===== src/rtl/fetch_queue.sv =====
// Fetch queue: requests instruction pairs from a registered instruction memory,
// buffers them in a circular queue and presents the two oldest to decode.
module fetch_queue #(
    parameter int          DEPTH    = 6,
    parameter logic [29:0] RESET_PC = 30'd0,
    parameter logic [4:0]  NOOP_OP  = 5'd0
) (
    input  logic        clk,
    input  logic        rst,
    output logic [29:0] pc_fetch,
    input  logic [31:0] imem_instr0,
    input  logic [31:0] imem_instr1,
    input  logic [1:0]  consume,
    input  logic        flush,
    input  logic [29:0] flush_addr,
    input  logic        halt,
    output logic [31:0] instr0_out,
    output logic [31:0] instr1_out,
    output logic        valid0,
    output logic        valid1
);

    localparam int PTR_W   = $clog2(DEPTH);
    localparam int CNT_W   = $clog2(DEPTH + 1);
    localparam int LIMIT_I = DEPTH - 2;
    localparam int DEPTH_I = DEPTH;

    localparam logic [CNT_W:0]   LIMIT     = LIMIT_I[CNT_W:0];
    localparam logic [PTR_W:0]   DEPTH_P   = DEPTH_I[PTR_W:0];
    localparam logic [PTR_W:0]   ONE_P     = {{PTR_W{1'b0}}, 1'b1};
    localparam logic [PTR_W:0]   TWO_P     = {{(PTR_W-1){1'b0}}, 2'd2};
    localparam logic [CNT_W-1:0] TWO_C     = {{(CNT_W-2){1'b0}}, 2'd2};
    localparam logic [31:0]      NOOP_WORD = {NOOP_OP, 27'd0};

    typedef enum logic {RUN, HALTED} state_t;

    state_t            state, state_next;
    logic [PTR_W-1:0]  head, tail, head_next, tail_next, head_plus1, tail_plus1;
    logic [CNT_W-1:0]  count, count_next, pop_c;
    logic [CNT_W:0]    occupancy;
    logic [PTR_W:0]    pop_p;
    logic [1:0]        consume_eff, pop_n;
    logic [29:0]       pc_next;
    logic              inflight, req, push;
    logic [31:0]       entries [DEPTH];

    // Pointer increment that wraps at DEPTH, which need not be a power of two.
    function automatic logic [PTR_W-1:0] ptr_add(input logic [PTR_W-1:0] p,
                                                 input logic [PTR_W:0]   k);
        logic [PTR_W:0] s;
        s = {1'b0, p} + k;
        if (s >= DEPTH_P) s = s - DEPTH_P;
        return s[PTR_W-1:0];
    endfunction

    // Request decision and pop amount, derived from registered occupancy only.
    always_comb begin
        consume_eff = consume[1] ? 2'd2 : consume;
        occupancy   = {1'b0, count} + {{(CNT_W-1){1'b0}}, inflight, 1'b0};
        req         = (state == RUN) && !halt && !flush && (occupancy <= LIMIT);
        push        = inflight && !flush;
        if (flush)
            pop_n = 2'd0;
        else if ({{(CNT_W-2){1'b0}}, consume_eff} > count)
            pop_n = count[1:0];
        else
            pop_n = consume_eff;
        pop_c = {{(CNT_W-2){1'b0}}, pop_n};
        pop_p = {{(PTR_W-1){1'b0}}, pop_n};
    end

    // Next pointers, count and fetch address; flush clears everything and redirects.
    always_comb begin
        tail_plus1 = ptr_add(tail, ONE_P);
        head_plus1 = ptr_add(head, ONE_P);
        head_next  = ptr_add(head, pop_p);
        tail_next  = push ? ptr_add(tail, TWO_P) : tail;
        count_next = count + (push ? TWO_C : '0) - pop_c;
        pc_next    = req ? pc_fetch + 30'd2 : pc_fetch;
        if (flush) begin
            head_next  = '0;
            tail_next  = '0;
            count_next = '0;
            pc_next    = flush_addr;
        end
    end

    // Run/halt next state: flush always restarts fetching, halt parks it.
    always_comb begin
        state_next = state;
        if (flush)
            state_next = RUN;
        else if (halt)
            state_next = HALTED;
    end

    // Control registers with asynchronous active-low reset.
    always_ff @(posedge clk or negedge rst) begin
        if (!rst) begin
            state    <= RUN;
            pc_fetch <= RESET_PC;
            head     <= '0;
            tail     <= '0;
            count    <= '0;
            inflight <= 1'b0;
        end else begin
            state    <= state_next;
            pc_fetch <= pc_next;
            head     <= head_next;
            tail     <= tail_next;
            count    <= count_next;
            inflight <= req;
        end
    end

    // Queue storage: the returning pair lands at tail and tail+1.
    always_ff @(posedge clk) begin
        if (push) begin
            entries[tail]       <= imem_instr0;
            entries[tail_plus1] <= imem_instr1;
        end
    end

    // Present the two oldest entries, substituting no-ops for empty slots.
    always_comb begin
        valid0     = (count != '0);
        valid1     = (count >= TWO_C);
        instr0_out = valid0 ? entries[head]       : NOOP_WORD;
        instr1_out = valid1 ? entries[head_plus1] : NOOP_WORD;
    end

endmodule

===== config.mk =====
export PLATFORM = sky130hd
export DESIGN_NAME = fetch_queue
export DESIGN_NICKNAME = d
export VERILOG_FILES = /design/src/rtl/fetch_queue.sv
export SDC_FILE = /design/constraint.sdc
export NUM_CORES = 1
export LEC_CHECK = 0
export BUFFER_PORTS_ARGS = -buffer_cell sky130_fd_sc_hd__buf_4
export CAP_MARGIN = 20
export CORE_AREA = 2 2 155 157
export DETAILED_ROUTE_END_ITERATION = 10
export DIE_AREA = 0 0 157 159
export PLACE_DENSITY = 0.77
export SLEW_MARGIN = 20
export SYNTH_ARGS = -nofsm -noshare
export SYNTH_HDL_FRONTEND = slang
export SYNTH_SLANG_ARGS = --single-unit

===== constraint.sdc =====
create_clock -name clk -period 7.17 [get_ports clk]
set_input_delay 1.0755 -clock clk [delete_from_list [all_inputs] [get_ports clk]]
set_output_delay 1.0755 -clock clk [all_outputs]
set_load 0.1 [all_outputs]

==> flow_metrics.py, run 1 <==
metrics = {
    "timing": {
        "slew-limit-headroom_pct": 24.6,
        "clock_skew_ns": 0.0163,
        "timing.final.hold_violations": 0,
        "finalCriticalPeriod_ns": 5.55,
        "tightestPinTransition_ns": 1.13,
        "finalSetupViolations": 0,
        "fin_tns_setup_ns": 0,
        "achievable-frequency_ghz": 0.180,
        "final.period_utilization_pct": 77.5,
        "rsz0062_at_grt": "false",
        "final_max_slew_viol_count": 0,
    },
    "place": {
        "place.gp.congestion": 0.781,
        "place_hpwl_microns": 19200,
        "placedInstanceArea_sq_mm": 0.0141,
        "post-place-cells": 1382,
        "placement.io_buffers": 195,
    },
    "die": {
        "io-pin-count": 196,
        "floorplan.die_area_sq_mm": 0.0250,
        "coreArea_sq_mm": 0.0232,
        "num_rows": 56,
        "floorplan.initialDensity_pct": 54.6,
        "die_w_microns": 157,
        "die_height_microns": 159,
    },
    "final_layout": {
        "antennaDiodeCount": 0,
        "layout.nets": 1208,
        "postLayoutCoreUtil_pct": 64.6,
        "fillerInstances": 1758,
        "area_growth_pct": 18.1,
        "most-common-layout-cells": "buf_4, edfxtp_1, mux2i_1",
        "finish.cell_count_without_fillers": 1430,
        "most_common_library_cell_in_the_layout_ignoring_fill_and_taps": "buf_4",
        "layout-drive-gt1-share_pct": 37.3,
        "final_cell_area_sq_mm": 0.0150,
    },
    "clocking": {
        "tritoncts.num_buffers": 26,
        "cts_buffer_depth": 3,
        "clock_tree_from_tritoncts": "yes",
        "clock_sinks": 232,
        "reg_clk_slew_reported_paths_ns": 0.06,
        "clock_latency_ns": 0.54,
        "number_of_buffers_inserted_by_post_cts_setup_repair": 0,
        "post_cts_resized": 0,
        "postCtsHoldBufs": 0,
        "h-tree-depth": 1,
        "cts_root_buffer": "clkbuf_16",
    },
    "power_and_ir_drop": {
        "cellLeakagePower_nw": 5.48,
        "sum_of_internal_switching_and_leakage_power_mw": 5.71,
        "pwr_per_cell_area_mw_per_mm2": 381,
        "worst_ir_drop_vdd_uv": 365,
    },
    "detailed_routing": {
        "drc_errors": 0,
        "drt_pre_antenna_iters": 6,
        "detailroute.wirelength.met2_microns": 15600,
        "via_per_inst": 6.02,
        "wl_met3_microns": 2290,
        "routed_wirelength_microns": 31300,
        "detailroute.via_count": 8615,
        "drtIter0Drc": 614,
        "antenna_violating_nets_post_route": 0,
        "m1WireLength_microns": 12500,
        "highest-signal-layer": "met4",
        "wire_per_inst_microns": 21.9,
    },
    "worst_setup_path": {
        "r2r_cell_count": 3,
        "rr_endpoint": "entries[5][22]",
        "r2r-start": "inflight",
        "max_stage_delay_ns": 0.75,
        "regToRegSetupSlack_ns": 4.04,
        "critical_path_required_ns": 6.09,
        "worst_path_most_repeated_cell": "buf_4",
        "worstSetupPathType": "flip-flop to output pin",
        "timing.critical_path.arrival_ns": 4.48,
        "cp_max_fanout": 32,
        "cell_chain_of_the_critical_path": "buf_4 -> inv_1 -> ha_1 -> mux2i_4 -> buf_4 -> nor2_4 -> a211oi_2 -> buf_4",
        "start_kind": "flip-flop",
        "crit_slowest_cell": "mux2i_4",
        "end_kind": "output pin",
    },
    "run": {
        "maxCapViolCount": 0,
    },
    "synthesis": {
        "synth-edff-count": 192,
        "post_synth_instance_area_sq_mm": 0.0127,
        "ys_flop_type": "edfxtp_1",
        "postSynthRegisterBits": 232,
        "postSynth.asyncResetShare_pct": 17.2,
        "syn_avg_cell_area_sq_um": 13.1,
        "netlist-cell-type-count": 51,
        "postSynthNetCount": 1080,
        "netlist_instances": 964,
        "synth.yosys.seq_area_share_pct": 53.4,
        "yosys_warnings": 0,
    },
    "global_route": {
        "wire_length_of_the_first_global_routing_pass_microns": 47700,
        "via_count_of_the_first_global_routing_pass": 8666,
        "grt.total_usage_pct": 24.6,
        "globalRoute.totalOverflow": 0,
        "grt_max_degree": 73,
        "antenna_found_initial": 0,
    },
    "hold_path": {
        "min_delay_path_depth": 1,
        "worstHoldPathType": "flip-flop to flip-flop",
        "hold-path-endpoint": "pc_fetch[0]",
        "hp-start": "pc_fetch[0]",
    },
    "status": {
        "status": "complete, no violations",
    },
}
==> metrics by stage <==
step / setup WS [ns] / hold WS, ns
after floorplan: 2.29 / 0.481
after global placement: 2.36 / 0.494
after detailed placement: 2.27 / 0.497
after CTS: 1.69 / 0.511
after global routing: 1.48 / 0.533
final: 1.62 / 0.510
==> layout make-up <==
cell class,instances,area (sq um),area share (%)
flip-flops and latches,232,6770,45.2
multi-input cells,609,5390,36.0
repair buffers,203,1540,10.3
clock buffers,31,669,4.47
well taps,319,399,2.67
clock inverters,16,123,0.819
inverters,20,75.1,0.501
==> synthesized netlist by cell type (8+ instances only) <==
library cell	count	area, sq um
o21ai_0	11	55.1
o221ai_1	31	272
buf_4	11	82.6
a211oi_1	32	240
nand2_1	45	169
edfxtp_1	192	5770
ha_1	14	175
clkbuf_1	58	218
a21oi_1	68	340
mux4_2	32	721
buf_2	22	110
nand3_1	9	45.0
mux2i_1	101	1010
nor2_1	52	195
xnor2_1	28	245
dfrtp_1	40	1000
inv_1	20	75.1
o21ai_1	20	100
nor4_2	8	100
mux2_2	99	1110
==> how the worst max path moves through the flow <==
stage             start              to  cells after the start
2_1_floorplan  count[1]  instr0_out[22]                      5
6_report        head[1]  instr1_out[30]                      8
5_1_grt         head[0]  instr1_out[30]                      7
3_3_place_gp    head[1]  instr1_out[30]                      8
3_5_place_dp    head[1]  instr1_out[30]                      8
4_1_cts         head[1]  instr1_out[30]                      8
==> flip-flops by register name (all words and copies together), names as in the netlist <==
name	count
state	1
count	3
head	3
tail	2
inflight	1
entries	192
pc_fetch	30
==> power breakdown <==
part	leakage [nW]	internal (mW)	switching (mW)
clock network	0.382	0.703	0.539
logic	2.88	0.699	2.16
registers	2.22	1.52	0.0883
==> kinds of logic (layout without fill, tap and decap cells) <==
family | count (synthesis) | count (layout) | synth area share [%]
compound gates | 170 | 170 | 8.71
xor+xnor | 31 | 31 | 2.20
fa+ha+maj | 16 | 16 | 1.70
buf+inv | 123 | 270 | 4.54
flops | 232 | 232 | 53.4
mux | 233 | 233 | 22.6
simple gates | 159 | 159 | 6.81
==> worst max-delay path, delay by kind of cell (launching register included) <==
| kind | cells | cell delay [ns] |
|---|---|---|
| compound gates | 1 | 0.43 |
| fa+ha+maj | 1 | 0.51 |
| buf+inv | 4 | 1.36 |
| flops | 1 | 0.62 |
| mux | 1 | 0.75 |
| simple gates | 1 | 0.22 |
==> metal layers <==
metal	up-vias	global-route usage, %
li1	3928	-
met1	4260	32.7
met2	365	42.0
met3	62	3.02
met4	0	8.38
met5	-	0
Power figures use the tool's default switching activity.
==> run 2: changes to the inputs <==
CORE_AREA = 2 2 160 162   (was 2 2 155 157)
DIE_AREA = 0 0 162 164   (was 0 0 157 159)
PLACE_DENSITY = 0.76   (was 0.77)
clock period = 5.1 ns   (was 7.17 ns; I/O delays follow)
==> run 2 against run 1 <==
  * Wire length up 0.58%
  * Worst setup slack got worse by 1.1 ns
  * Final cell count up 1.2%
  * Clock skew grew 0.0057 ns
  * Clock-buffer cell count rose by 1
  * Die area increased by 6.4%
  * Largest cell class unchanged
==> flow_metrics.py, run 2 (synthesized netlist as in run 1, its figures left out) <==
metrics = {
    "clocking": {
        "clock_tree_from_tritoncts": "yes",
        "number_of_buffers_inserted_by_post_cts_setup_repair": 0,
        "cts_buffer_depth": 3,
        "tritoncts.num_buffers": 26,
        "h-tree-depth": 1,
        "reg_clk_slew_reported_paths_ns": 0.06,
        "cts_root_buffer": "clkbuf_16",
        "clock_latency_ns": 0.54,
        "postCtsHoldBufs": 0,
        "clock_sinks": 232,
        "post_cts_resized": 0,
    },
    "power_and_ir_drop": {
        "cellLeakagePower_nw": 5.50,
        "worst_ir_drop_vdd_uv": 444,
        "pwr_per_cell_area_mw_per_mm2": 537,
    },
    "die": {
        "floorplan.die_area_sq_mm": 0.0266,
        "die_height_microns": 164,
        "coreArea_sq_mm": 0.0248,
        "io-pin-count": 196,
        "num_rows": 58,
        "die_w_microns": 162,
        "floorplan.initialDensity_pct": 51.1,
    },
    "run": {
        "maxCapViolCount": 0,
    },
    "detailed_routing": {
        "routed_wirelength_microns": 31500,
        "drc_errors": 0,
        "drtIter0Drc": 672,
        "wire_per_inst_microns": 21.7,
        "drt_pre_antenna_iters": 5,
        "via_per_inst": 5.91,
        "detailroute.via_count": 8552,
        "antenna_violating_nets_post_route": 0,
    },
    "final_layout": {
        "most-common-layout-cells": "buf_4, edfxtp_1, mux2i_1",
        "fillerInstances": 1937,
        "finish.cell_count_without_fillers": 1447,
        "final_cell_area_sq_mm": 0.0150,
        "registers.top_by_ff_count": "entries",
        "area_growth_pct": 18.5,
        "layout.nets": 1215,
        "most_common_library_cell_in_the_layout_ignoring_fill_and_taps": "buf_4",
        "antennaDiodeCount": 0,
        "top_regs": "entries (192), pc_fetch (30)",
        "largest_register_ff_count": 192,
        "layout-drive-gt1-share_pct": 37.6,
        "postLayoutCoreUtil_pct": 60.5,
    },
    "timing": {
        "finalCriticalPeriod_ns": 4.58,
        "fin_tns_setup_ns": 0,
        "finalSetupViolations": 0,
        "clock_skew_ns": 0.0220,
        "tightestPinTransition_ns": 1.07,
        "final.period_utilization_pct": 89.7,
        "achievable-frequency_ghz": 0.219,
        "final_max_slew_viol_count": 0,
        "slew-limit-headroom_pct": 28.8,
        "rsz0062_at_grt": "false",
        "timing.final.hold_violations": 0,
    },
    "worst_setup_path": {
        "end_kind": "output pin",
        "timing.critical_path.arrival_ns": 3.81,
        "start_kind": "flip-flop",
        "critical_path_required_ns": 4.34,
        "worstSetupPathType": "flip-flop to output pin",
        "cp_max_fanout": 40,
    },
    "global_route": {
        "grt.total_usage_pct": 23.6,
        "via_count_of_the_first_global_routing_pass": 8673,
        "grt_max_degree": 73,
        "wire_length_of_the_first_global_routing_pass_microns": 48700,
        "globalRoute.totalOverflow": 0,
        "antenna_found_initial": 0,
    },
    "hold_path": {
        "worstHoldPathType": "primary input to async pin",
    },
    "status": {
        "status": "complete, no violations",
    },
    "place": {
        "place_hpwl_microns": 19200,
        "placement.io_buffers": 195,
        "post-place-cells": 1400,
        "placedInstanceArea_sq_mm": 0.0142,
        "place.gp.congestion": 0.776,
    },
}
==> run 2: changes by cell type in the layout (fill, tap and decap cells not counted) <==
cell / change
clkbuf_1: +1
clkinv_1: -1
inv_6: -1
clkinv_2: +2
clkinvlp_4: -2
nand2_2: +1
buf_4: +7
nand2_4: -1
==> run 2: cell type report <==
cell class	count	area [sq um]	share of cell area, %
Sequential cell	232	6770	45.1
Multi-Input combinational cell	609	5380	35.8
Timing Repair Buffer	210	1600	10.6
Clock buffer	32	673	4.48
Tap cell	330	413	2.75
Clock inverter	14	105	0.700
Inverter	20	75.1	0.500
==> run 2: metrics by stage <==
stage / power [mW] / hold slack, ns / setup WS (ns)
6_report: 8.06 / 0.230 / 0.523
2_1_floorplan: 5.47 / 0.469 / 0.535
3_3_place_gp: 6.30 / 0.493 / 1.17
5_1_grt: 8.33 / 0.261 / 0.276
4_1_cts: 8.06 / 0.230 / 0.450
3_5_place_dp: 6.34 / 0.498 / 1.03
==> run 2: path summary, 6_finish.rpt <==
path / cells past startpoint / slack (ns) / endpoint / from
worst min register to register: 1 / 0.51 / pc_fetch[0] / pc_fetch[0]
worst max-delay path: 5 / 0.52 / instr1_out[5] / head[0]
worst max register to register: 13 / 2.05 / head[2] / count[1]
min in group clk: 1 / 0.44 / entries[4][18] / imem_instr0[18]
max in group asynchronous: 1 / 4.44 / head[0] / rst
worst min-delay path: 1 / 0.23 / tail[1] / rst
==> run 2: where the power goes <==
group | switching (mW) | leakage (nW) | internal (mW)
combinational | 3.08 | 2.89 | 1.01
clock | 0.743 | 0.385 | 0.985
sequential | 0.0978 | 2.22 | 2.13
==> run 2: per-layer routing <==
metal,routed length (microns),GRT usage (%),vias up
met5,0,0,-
met4,603,5.87,0
met3,1740,2.98,43
met2,16100,42.4,244
met1,13100,30.5,4323
li1,-,-,3942
==> run 2: worst max-delay path: stages, from the launching register on <==
cell and delay (ns):
dfrtp_4 0.72, buf_4 0.67, nand3_2 0.93, o221ai_1 0.54
a21oi_1 0.11, buf_4 0.30
==> run 3: changes to the inputs <==
RECOVER_POWER = 25   (was not set)
==> run 3 against run 2 <==
  * The flow now finishes with violations (capacitance limit, slew limit)
  * Non-clock buffer count stayed put
  * Final cell count hardly changed
  * Via count is 0.34% lower
  * Design area is 0.83% lower
  * Critical endpoint unchanged
  * Largest power group unchanged
==> flow_metrics.py, run 3 (synthesized netlist as in run 1, its figures left out) <==
metrics = {
    "place": {
        "dp_worst_slack_ns": 1.03,
        "place.gp.congestion": 0.776,
        "placement.io_buffers": 195,
        "place_hpwl_microns": 19200,
    },
    "global_route": {
        "globalRoute.totalOverflow": 0,
        "grtUsageMet3_pct": 2.98,
        "grt_most_used_layer": "met2",
        "groute.layer.met1.usage_pct": 30.5,
        "via_count_of_the_first_global_routing_pass": 8673,
        "antenna_found_initial": 0,
        "grt.total_usage_pct": 23.6,
        "wire_length_of_the_first_global_routing_pass_microns": 48700,
        "grt_max_degree": 73,
        "met2_usage_pct": 42.4,
    },
    "detailed_routing": {
        "drtIter0Drc": 714,
        "drc_errors": 0,
        "antenna_violating_nets_post_route": 0,
        "detailroute.via_count": 8523,
        "drt_pre_antenna_iters": 5,
        "routed_wirelength_microns": 31400,
        "wire_per_inst_microns": 21.7,
        "via_per_inst": 5.89,
    },
    "final_layout": {
        "registers.top_by_ff_count": "entries",
        "postLayoutCoreUtil_pct": 60.0,
        "fillerInstances": 1978,
        "most-common-layout-cells": "edfxtp_1, buf_4, mux2i_1",
        "area_growth_pct": 17.5,
        "layout.nets": 1215,
        "largest_register_ff_count": 192,
        "layout-drive-gt1-share_pct": 34.6,
        "top_regs": "entries (192), pc_fetch (30)",
        "most_common_library_cell_in_the_layout_ignoring_fill_and_taps": "edfxtp_1",
    },
    "die": {
        "num_rows": 58,
        "die_height_microns": 164,
        "coreArea_sq_mm": 0.0248,
        "floorplan.initialDensity_pct": 51.1,
        "io-pin-count": 196,
        "floorplan.die_area_sq_mm": 0.0266,
        "die_w_microns": 162,
    },
    "timing": {
        "finalSetupViolations": 0,
        "achievable-frequency_ghz": 0.219,
        "clock_skew_ns": 0.0239,
        "slew-limit-headroom_pct": -93.8,
        "rsz0062_at_grt": "false",
        "fin_tns_setup_ns": 0,
        "final.period_utilization_pct": 89.6,
        "final_critical_path_setup_slack_ns": 0.530,
        "tightestPinTransition_ns": 2.91,
        "timing.final.hold_violations": 0,
        "final_max_slew_viol_count": 114,
        "finalCriticalPeriod_ns": 4.57,
    },
    "worst_setup_path": {
        "rr_endpoint": "head[1]",
        "r2r_cell_count": 13,
        "worstSetupPathType": "flip-flop to output pin",
        "cp_max_fanout": 40,
        "start_kind": "flip-flop",
        "critical_path_required_ns": 4.34,
        "regToRegSetupSlack_ns": 1.92,
        "end_kind": "output pin",
        "r2r-start": "count[1]",
        "timing.critical_path.arrival_ns": 3.80,
    },
    "clocking": {
        "cts_buffer_depth": 3,
        "postCtsHoldBufs": 0,
        "clock_latency_ns": 0.54,
        "clock_tree_from_tritoncts": "yes",
        "tritoncts.num_buffers": 26,
        "number_of_buffers_inserted_by_post_cts_setup_repair": 0,
        "h-tree-depth": 1,
        "reg_clk_slew_reported_paths_ns": 0.06,
        "post_cts_resized": 0,
        "clock_sinks": 232,
        "cts_root_buffer": "clkbuf_16",
    },
    "hold_path": {
        "hold-path-endpoint": "pc_fetch[6]",
        "hp-start": "flush_addr[6]",
        "worstHoldPathType": "primary input to flip-flop",
        "min_delay_path_depth": 3,
    },
    "status": {
        "failed_checks": "capacitance limit, slew limit",
        "status": "finished, violations left",
    },
    "run": {
        "maxCapViolCount": 2,
    },
    "power_and_ir_drop": {
        "worst_ir_drop_vdd_uv": 445,
        "cellLeakagePower_nw": 5.38,
        "pwr_per_cell_area_mw_per_mm2": 540,
    },
}
==> run 3: cell count changes in the layout (fill, tap and decap cells not counted) <==
cell / previous run / this run
diode_2: 0 / 1
buf_4: 209 / 175
clkbuf_1: 6 / 40
==> run 3: worst max-delay path by stage <==
| stage | from | to |
|---|---|---|
| 2_1_floorplan | count[1] | instr0_out[22] |
| 6_report | head[0] | instr1_out[5] |
| 5_1_grt | flush | entries[3][7] |
| 3_5_place_dp | head[0] | instr1_out[16] |
| 3_3_place_gp | head[0] | instr1_out[1] |
| 4_1_cts | head[0] | instr1_out[5] |
==> run 3: worst max-delay path: stages, from the launching register on <==
cell	delay (ns)
dfrtp_4	0.72
buf_4	0.67
nand3_2	0.92
o221ai_1	0.54
a21oi_1	0.11
buf_4	0.30
==> run 3: metrics by stage <==
step / power (mW) / std cells / hold slack (ns) / cell area, sq um
final: 8.05 / 1448 / 0.445 / 14900
after floorplan: 5.47 / 964 / 0.469 / 12700
after global routing: 8.32 / 1447 / 0.443 / 14900
after CTS: 8.06 / 1446 / 0.230 / 15000
after global placement: 6.30 / 1400 / 0.493 / 14200
after detailed placement: 6.34 / 1400 / 0.498 / 14200
==> run 3: area by class of cell <==
type / instances / area [sq um] / area share, %
Multi-Input combinational cell: 609 / 5380 / 36.1
Tap cell: 330 / 413 / 2.77
Sequential cell: 232 / 6770 / 45.5
Inverter: 20 / 75.1 / 0.504
Antenna cell: 1 / 2.50 / 0.0168
Clock buffer: 32 / 673 / 4.52
Clock inverter: 14 / 105 / 0.706
Timing Repair Buffer: 210 / 1470 / 9.86
==> run 3: report_power, final <==
group / internal (mW) / switching [mW] / total [mW]
clock network: 0.985 / 0.743 / 1.73
registers: 2.14 / 0.0979 / 2.23
logic: 1.00 / 3.08 / 4.09
==> run 3: routing by layer <==
layer  wire length [microns]  up-vias
met5                       0        -
met4                     591        0
met3                    1790       45
met2                   15900      259
met1                   13100     4273
li1                        -     3946
